<file path="src/rtl/cache_alloc_arbiter_pkg.sv">
// Shared cache properties: geometry, address field positions,
// allocate port bundles and the allocation-arbiter FSM states.
package cache_alloc_arbiter_pkg;

    localparam int MSHR_SIZE   = 8;
    localparam int CL_SIZE     = 64;
    localparam int NUM_OF_WAYS = 4;
    localparam int NUM_OF_SETS = 64;
    localparam int RETRY_WAIT  = 4;
    localparam int PADDR_WIDTH = 32;

    localparam int CL_OFFSET_WIDTH = $clog2(CL_SIZE);
    localparam int CL_OFFSET_LSB   = 0;
    localparam int CL_OFFSET_MSB   = CL_OFFSET_WIDTH - 1;
    localparam int SET_IDX_WIDTH   = $clog2(NUM_OF_SETS);
    localparam int SET_IDX_LSB     = CL_OFFSET_WIDTH;
    localparam int SET_IDX_MSB     = SET_IDX_LSB + SET_IDX_WIDTH - 1;
    localparam int WAY_IDX_WIDTH   = $clog2(NUM_OF_WAYS);
    localparam int MSHR_IDX_WIDTH  = $clog2(MSHR_SIZE);
    localparam int RETRY_CNT_WIDTH = $clog2(RETRY_WAIT + 1);

    typedef enum logic {
        IDLE     = 1'b0,
        WAIT_RES = 1'b1
    } alloc_arb_state_t;

    typedef struct packed {
        logic                      valid;
        logic [PADDR_WIDTH-1:0]    paddr_cl_aligned;
        logic [MSHR_IDX_WIDTH-1:0] mshr_idx;
        logic [SET_IDX_WIDTH-1:0]  set_idx;
    } allocate_req_t;

    typedef struct packed {
        logic                      valid;
        logic                      success;
        logic [MSHR_IDX_WIDTH-1:0] mshr_idx;
        logic [WAY_IDX_WIDTH-1:0]  way_idx;
        logic                      wb_need;
        logic [PADDR_WIDTH-1:0]    paddr_cl_aligned_prev;
    } allocate_res_t;

    function automatic logic [PADDR_WIDTH-1:0] cl_align(
        input logic [PADDR_WIDTH-1:0] paddr
    );
        cl_align = {paddr[PADDR_WIDTH-1:CL_OFFSET_WIDTH],
                    {CL_OFFSET_WIDTH{1'b0}}};
    endfunction

    function automatic logic [SET_IDX_WIDTH-1:0] set_of(
        input logic [PADDR_WIDTH-1:0] paddr
    );
        set_of = paddr[SET_IDX_MSB:SET_IDX_LSB];
    endfunction

endpackage

</file>
<file path="src/rtl/cache_alloc_arbiter_rr_picker.sv">
// Combinational round-robin first-set search over a request vector.
// Ports: req (N), ptr (start index) -> gnt_idx, gnt_any.
module rr_picker #(
    parameter int N  = 8,
    parameter int IW = (N > 1) ? $clog2(N) : 1
) (
    input  logic [N-1:0]  req,
    input  logic [IW-1:0] ptr,
    output logic [IW-1:0] gnt_idx,
    output logic          gnt_any
);

    // Scan from the farthest offset back to ptr so the closest
    // set bit at or after ptr is the one left standing.
    always_comb begin
        gnt_idx = '0;
        gnt_any = 1'b0;
        for (int i = N - 1; i >= 0; i--) begin
            if (req[(int'(ptr) + i) % N]) begin
                gnt_idx = IW'((int'(ptr) + i) % N);
                gnt_any = 1'b1;
            end
        end
    end

endmodule

</file>
<file path="src/rtl/cache_alloc_arbiter.sv">
// Shares the cache-buffer allocate port among MSHR entries, round-robin,
// one request in flight, per-entry back-off after a failed allocation.
// Ports: clk, rst_n (sync, active-low); mshr_req_valid/paddr in;
// mshr_done_* out; allocate_req out / allocate_res in; busy out.
module cache_alloc_arbiter
    import cache_alloc_arbiter_pkg::*;
(
    input  logic                               clk,
    input  logic                               rst_n,
    input  logic [MSHR_SIZE-1:0]               mshr_req_valid,
    input  logic [MSHR_SIZE*PADDR_WIDTH-1:0]   mshr_req_paddr,
    output logic [MSHR_SIZE-1:0]               mshr_done_valid,
    output logic [WAY_IDX_WIDTH-1:0]           mshr_done_way_idx,
    output logic                               mshr_done_wb_need,
    output logic [PADDR_WIDTH-1:0]             mshr_done_paddr_prev,
    output allocate_req_t                      allocate_req,
    input  allocate_res_t                      allocate_res,
    output logic                               busy
);

    alloc_arb_state_t state;
    alloc_arb_state_t state_next;

    logic [MSHR_IDX_WIDTH-1:0]  grant;
    logic [MSHR_IDX_WIDTH-1:0]  grant_inc;
    logic [MSHR_IDX_WIDTH-1:0]  rr_ptr;
    logic [RETRY_CNT_WIDTH-1:0] retry_cnt [MSHR_SIZE];

    logic [MSHR_SIZE-1:0]       eligible;
    logic [MSHR_IDX_WIDTH-1:0]  pick_idx;
    logic                       pick_any;
    logic [PADDR_WIDTH-1:0]     pick_paddr;

    logic res_match;
    logic issue;
    logic res_ok;
    logic res_fail;

    always_comb begin
        eligible = '0;
        for (int i = 0; i < MSHR_SIZE; i++) begin
            eligible[i] = mshr_req_valid[i] && (retry_cnt[i] == '0);
        end
    end

    rr_picker #(
        .N  (MSHR_SIZE),
        .IW (MSHR_IDX_WIDTH)
    ) u_rr_picker (
        .req     (eligible),
        .ptr     (rr_ptr),
        .gnt_idx (pick_idx),
        .gnt_any (pick_any)
    );

    assign pick_paddr =
        mshr_req_paddr[pick_idx*PADDR_WIDTH +: PADDR_WIDTH];
    assign res_match = allocate_res.valid &&
                       (allocate_res.mshr_idx == grant);
    assign grant_inc = (grant == MSHR_IDX_WIDTH'(MSHR_SIZE - 1)) ?
                       '0 : grant + 1'b1;
    assign busy = (state == WAIT_RES);

    always_comb begin
        state_next = state;
        issue      = 1'b0;
        res_ok     = 1'b0;
        res_fail   = 1'b0;
        unique case (state)
            IDLE: begin
                if (pick_any) begin
                    issue      = 1'b1;
                    state_next = WAIT_RES;
                end
            end
            WAIT_RES: begin
                if (res_match) begin
                    state_next = IDLE;
                    res_ok     = allocate_res.success;
                    res_fail   = !allocate_res.success;
                end
            end
            default: state_next = IDLE;
        endcase
    end

    always_ff @(posedge clk) begin
        if (!rst_n) begin
            state                <= IDLE;
            grant                <= '0;
            rr_ptr               <= '0;
            allocate_req         <= '0;
            mshr_done_valid      <= '0;
            mshr_done_way_idx    <= '0;
            mshr_done_wb_need    <= 1'b0;
            mshr_done_paddr_prev <= '0;
            for (int i = 0; i < MSHR_SIZE; i++) begin
                retry_cnt[i] <= '0;
            end
        end else begin
            state                <= state_next;
            allocate_req         <= '0;
            mshr_done_valid      <= '0;
            mshr_done_way_idx    <= '0;
            mshr_done_wb_need    <= 1'b0;
            mshr_done_paddr_prev <= '0;
            if (issue) begin
                grant                         <= pick_idx;
                allocate_req.valid            <= 1'b1;
                allocate_req.paddr_cl_aligned <= cl_align(pick_paddr);
                allocate_req.mshr_idx         <= pick_idx;
                allocate_req.set_idx          <= set_of(pick_paddr);
            end
            if (res_ok || res_fail) begin
                rr_ptr <= grant_inc;
            end
            if (res_ok) begin
                mshr_done_valid[grant] <= 1'b1;
                mshr_done_way_idx      <= allocate_res.way_idx;
                mshr_done_wb_need      <= allocate_res.wb_need;
                mshr_done_paddr_prev   <=
                    allocate_res.paddr_cl_aligned_prev;
            end
            // A fresh back-off wins over the running decrement.
            for (int i = 0; i < MSHR_SIZE; i++) begin
                if (res_fail && grant == MSHR_IDX_WIDTH'(i)) begin
                    retry_cnt[i] <= RETRY_CNT_WIDTH'(RETRY_WAIT);
                end else if (retry_cnt[i] != '0) begin
                    retry_cnt[i] <= retry_cnt[i] - 1'b1;
                end
            end
        end
    end

    // Responses addressed to another entry are dropped; make them visible.
    res_idx_match: assert property (
        @(posedge clk) disable iff (!rst_n)
        !(state == WAIT_RES && allocate_res.valid &&
          allocate_res.mshr_idx != grant)
    ) else $warning("allocate_res for mshr %0d dropped, waiting on %0d",
                    allocate_res.mshr_idx, grant);

endmodule

</file>
<file path="config.mk">
export PLATFORM = sky130hd
export DESIGN_NAME = cache_alloc_arbiter
export DESIGN_NICKNAME = d
export VERILOG_FILES = /design/src/rtl/cache_alloc_arbiter_pkg.sv /design/src/rtl/cache_alloc_arbiter_rr_picker.sv /design/src/rtl/cache_alloc_arbiter.sv
export SDC_FILE = /design/constraint.sdc
export NUM_CORES = 1
export LEC_CHECK = 0
export ABC_AREA = 1
export BUFFER_PORTS_ARGS = -buffer_cell sky130_fd_sc_hd__buf_2
export CAP_MARGIN = 25
export CORE_AREA = 2 2 151 153
export DETAILED_ROUTE_END_ITERATION = 7
export DIE_AREA = 0 0 153 155
export PLACE_DENSITY_LB_ADDON = 0.15
export SYNTH_ARGS = -nofsm -noshare
export SYNTH_HDL_FRONTEND = slang
export SYNTH_SLANG_ARGS = --single-unit
</file>
<file path="constraint.sdc">
create_clock -name clk -period 2.9 [get_ports clk]
set_input_delay 0.435 -clock clk [delete_from_list [all_inputs] [get_ports clk]]
set_output_delay 0.435 -clock clk [all_outputs]
set_load 0.01 [all_outputs]
</file>
; ---- Word level (Yosys, flattened, before mapping)
; Memories as Yosys holds them, arrays and structs flattened.
; Index checks and enable logic that the tools add are counted.
; W data, S select, Z words.
[classes]
muxes = 124
addsub = 16
bitwise_logic = 24
n_lt_le_gt_ge = 10
shifts = 1
reduce_logical = 46
n_eq_ne = 8
[op_table]
columns = operator, count
row1 = $shiftx A256 B9 Y32, 1
row2 = $mux W1, 88
row3 = $mux W3, 25
row4 = $mux W42, 1
row5 = $lt A4 B5 Y1 const B, 7
row6 = $logic_not A3 Y1, 9
row7 = $bmux W1 S3, 8
row8 = $reduce_bool A3 Y1, 8
row9 = $sub A3 B1 Y3 const B, 8
row10 = $reduce_or A3 Y1, 7
row11 = $logic_and A1 B1 Y1, 18
row12 = $or A1 B1 Y1, 16
row13 = $add A3 B3 Y3 const B, 4
row14 = $eq A3 B3 Y1 const B, 4
row15 = $lt A3 B4 Y1 const B, 2
row16 = $and A1 B1 Y1 const A, 7
row17 = $add A3 B1 Y3 const B, 2
row18 = $add A3 B2 Y3 const B, 2
row19 = $eq A3 B2 Y1 const B, 2
row20 = $reduce_and A2 Y1, 2
row21 = $demux W1 S3, 1
row22 = $eq A3 B1 Y1 const B, 1
row23 = $eq A3 B3 Y1, 1
row24 = $ge A3 B1 Y1 const B, 1
row25 = 4 further kinds, 4
[totals]
ff_bits = 92
n_memories = 1
in_bits = 306
ramBits = 24
output_inout_bits = 86
[memory_table]
columns = memory, depth, width, rd, rd_clocked_by_memory_dff, write_ports, line_no
row1 = retry_cnt, 8, 3, 8, 0, 8, cache_alloc_arbiter.sv:27  ; logic [RETRY_CNT_WIDTH-1:0] retry_cnt [MSHR_SIZE];

; ---- Longest topological paths before layout
[depth]
ltp_word = 17
mapped_depth = 23

; ---- Modules after synthesis
; A second synthesis with hierarchy kept.
[unflattened]
hier_cells = 922
area_unflattened_um2 = 6339.8
[by_module_without_submodules]
columns = module, cells_per_inst, seq_area_each_um2, area_each_um2, instances
row1 = cache_alloc_arbiter, 796, 2322.2, 5681.7, 1
row2 = rr_picker, 126, 0.0, 658.1, 1

; ---- Least setup slack after synthesis
; No wires, ideal clock.
[synth_timing]
kind = reg2reg
from = register rr_ptr[1]
to = register allocate_req[15] in the netlist's numbering
arrival_ns = 2.371
required_time_ns = 2.787
setup_time_ns = 0.113
period_less_slack_ns = 2.484
slack_ns = 0.416
n_path_buf = 3
stages_incl_launch_ff = 20
cell_sequence = dfxtp_1 -> buf_2 -> inv_2 -> ha_1 -> inv_1 -> nand3_1 -> nand3_1 -> nand2_1 -> a21oi_2 -> nand2_1 -> nand2_2 -> nand2_4 -> buf_4 -> buf_2 -> nand3_1 -> nand2_1 -> nand3_1 -> nand3_1 -> nand2_1 -> nor2_1
[synth_between]
elab_chain_len = 15
word_cells_on_any_way = 50
cone_classes = 7 x add/sub / 1 x shift / 41 x mux / 1 x reduce/logical
[synth_rtl]
columns = element, line_no
row1 = "start, declared", cache_alloc_arbiter.sv:26  ; logic [MSHR_IDX_WIDTH-1:0] rr_ptr;
row2 = "start signal, assigned", cache_alloc_arbiter.sv:115  ; rr_ptr <= grant_inc;
row3 = "parallel branches: the longest is 15 deep, another holds $add A3 B3 Y3", --
row4 = "end, declared", cache_alloc_arbiter.sv:16  ; output allocate_req_t allocate_req,
; Several ways; the timed one is not identified. The select of a mux whose other input is x is not followed.
; A chain may end at the register's enable or synchronous reset.

; ---- Final worst setup path
[layout_timing]
from = register rr_ptr[0]
to = register allocate_req[22] in the netlist's numbering
; Same word-level chain as after synthesis.

==> flow_summary.ini <==
[outcome]
status = finished clean

[hold_path]
hold_path_depth = 3
min_path_type = primary input to flip-flop

[timing]
finClkSkew_ns = 0.0108
hold_ws_ns = 0.276
fmax_mhz = 369
hold_viol_final = 0
slew_violations = 0
setup_violations = 0
post-route-period-util = 0.934
setup_ws_ns = 0.191
finalCriticalPeriod_ns = 2.71

[drt]
routed_wirelength_mm = 25.7
dr.pass1.iters = 5
via_per_inst = 4.69
first_iter_violations = 408
drcViolationCount = 0
avgRoutedWirePerCell_um = 15.2
vias = 7963
detail-route-antenna-nets = 0

[layout]
nets = 1736
area_delta_synth_final_pct = 40.0
drive_gt1_frac = 0.330
layout.cells.non_filler = 1697
n_fill_cell = 2472

[die]
initial_utilization = 0.309
dieArea_um2 = 23700
die_x_um = 153
num_rows = 55
coreArea_um2 = 22200
io_pins = 392
die_y_um = 155

[synth]
synth-edff-count = 24
synth_area_um2 = 6870
synth_seq_cells = 104
synth_commonest_cells = nand2_1 (372), nand3_1 (225), nor2_1 (119)
yosys.area.top_type = dfxtp_1
avgSynthCellArea_um2 = 6.34
netlist.area_leader.share = 0.233
synthMostInstantiatedCell = nand2_1
synth_cells = 1084
synthArstFlopShare = 0
synth_area_leaders = dfxtp_1 (23%), nand2_1 (20%), nand3_1 (16%), edfxtp_1 (10%), nor2_1 (6.5%)
synth_flop_cell = dfxtp_1
ys_types = 39
ys_seq_area_frac = 0.338
ys.warnings.count = 0

[place]
port_buffers = 337
dp_hpwl_mm = 18.8
gp_congestion = 0.836
pre_cts_ws_ns = 0.0305
placed_cells = 1665

[setup_path]
slowest_stage = dfxtp_1
endpoint_kind = flip-flop
reg2regPathDepth = 18
cp.required_ns = 3.15
cp_cell_sequence = inv_2 -> ha_1 -> inv_2 -> nand3_1 -> nand3_1 -> nand2_2 -> a21oi_4 -> nand2_1 -> nand2_2 -> nand2_8 -> buf_4 -> clkbuf_16 -> nand3_1 -> nand2_1 -> nand3_1 -> nand2_1 -> nor2_1 -> nor2_1
crit_type = flip-flop to flip-flop
cp_common_cell = nand3_1
max_stage_delay_ns = 0.37
critPathMaxFanout = 24
start_kind = flip-flop
arrival_ns = 2.96

[clocking]
htreeDepth = 3
root_buffer = clkbuf_16
cts.path.max_buffers = 2
cts_tree = built
clock-sinks = 104
clk_pin_slew_ns = 0.09
cts_buffers = 9
clk_latency_ns = 0.36

[global_route]
grt_max_degree = 55
antenna_found_initial = 2
grt_usage = 0.198
overflow = 0
grt_pass1_wl_mm = 38.0
grt_pass1_vias = 7233

[pwr]
p_leak_nw = 5.44
powerDensity_nw_per_um2 = 1240
vdd_ir_drop_max_uv = 555

[flow_run]
drv_cap = 0
-- layout make-up --
cell class | count | area (um^2) | share of cell area
well taps | 285 | 357 | 0.0371
flip-flops and latches | 104 | 2320 | 0.241
clock buffers | 9 | 225 | 0.0234
clock inverters | 7 | 88.8 | 0.00923
multi-input cells | 821 | 4030 | 0.419
inverters | 91 | 354 | 0.0368
diodes | 1 | 2.50 | 0.000260
repair buffers | 379 | 2240 | 0.233
-- state kept, by name (all words and copies together), names as in the netlist --
signal and flops:
mshr_done_paddr_prev 32, allocate_req 30, retry_cnt 24, mshr_done_valid 8
grant 3, rr_ptr 3, mshr_done_way_idx 2, busy 1
mshr_done_wb_need 1
-- layer usage --
| layer | vias up | part of all wire | track usage | wire [um] |
|---|---|---|---|---|
| met2 | 279 | 0.49 | 0.333 | 12600 |
| met1 | 3578 | 0.43 | 0.262 | 11100 |
| met5 | - | 0 | 0 | 0 |
| met3 | 20 | 0.065 | 0.0368 | 1680 |
| met4 | 0 | 0.014 | 0.0525 | 353 |
| li1 | 4086 | - | - | - |
-- report_power, final --
part	total, mW	switching [mW]	internal (mW)
Clock	1.30	0.671	0.630
Combinational	8.63	5.32	3.31
Sequential	2.03	0.168	1.86
-- final timing paths --
check                   start                       end  slack [ns]
max                 rr_ptr[0]          allocate_req[22]        0.19
max reg2reg         rr_ptr[0]          allocate_req[22]        0.19
min reg2reg              busy                      busy        0.49
min          allocate_res[21]  mshr_done_paddr_prev[21]        0.28
-- cells by family (layout without fill, tap and decap cells) --
kind of cell | count (synthesis) | in the layout | share of synthesized area
compound gates | 36 | 36 | 0.0311
fa+ha+maj | 24 | 24 | 0.0437
simple gates | 747 | 748 | 0.462
flops | 104 | 104 | 0.338
xor+xnor | 7 | 7 | 0.0122
other cells | 1 | 7 | 0.000546
buf+inv | 165 | 486 | 0.113
-- worst max-delay path: cells and delay by family, from the launching register on --
kind	cells	cell delay (ns)
adders and majority gates	1	0.31
AOI/OAI and AO/OA	1	0.16
DFF	1	0.37
buffers and inverters	4	0.57
and+or+nand+nor	12	1.19
-- per-stage QoR --
step	cell area (um^2)	util	power [mW]	TNS, ns
2_1_floorplan	6890	-	7.64	0
3_3_place_gp	8810	0.396	9.69	0
3_5_place_dp	8810	0.396	9.71	0
4_1_cts	9130	0.411	11.1	0
5_1_grt	9620	0.433	13.2	-0.0320
6_report	9620	0.433	12.0	0
-- cell usage in the layout, fill, tap and decap left out, types with 11 or more instances in the layout --
cell and instances:
nor2_1 111, inv_1 77, nand2_1 365, buf_2 337
inv_2 12, buf_4 23, nand3_1 202, nand2_2 11
dfxtp_1 80, a21oi_1 15, ha_1 23, edfxtp_1 24
nand3_2 23, clkbuf_16 14
-- repair_timing --
| action | 4_1_cts | 5_1_grt |
|---|---|---|
| resized for setup | 0 | 67 |
| hold buffers | 0 | 0 |
| buffers inserted | 0 | 8 |
| setup endpoints to repair | 0 | 27 |
Note: power is estimated with default switching activity, not from simulation.
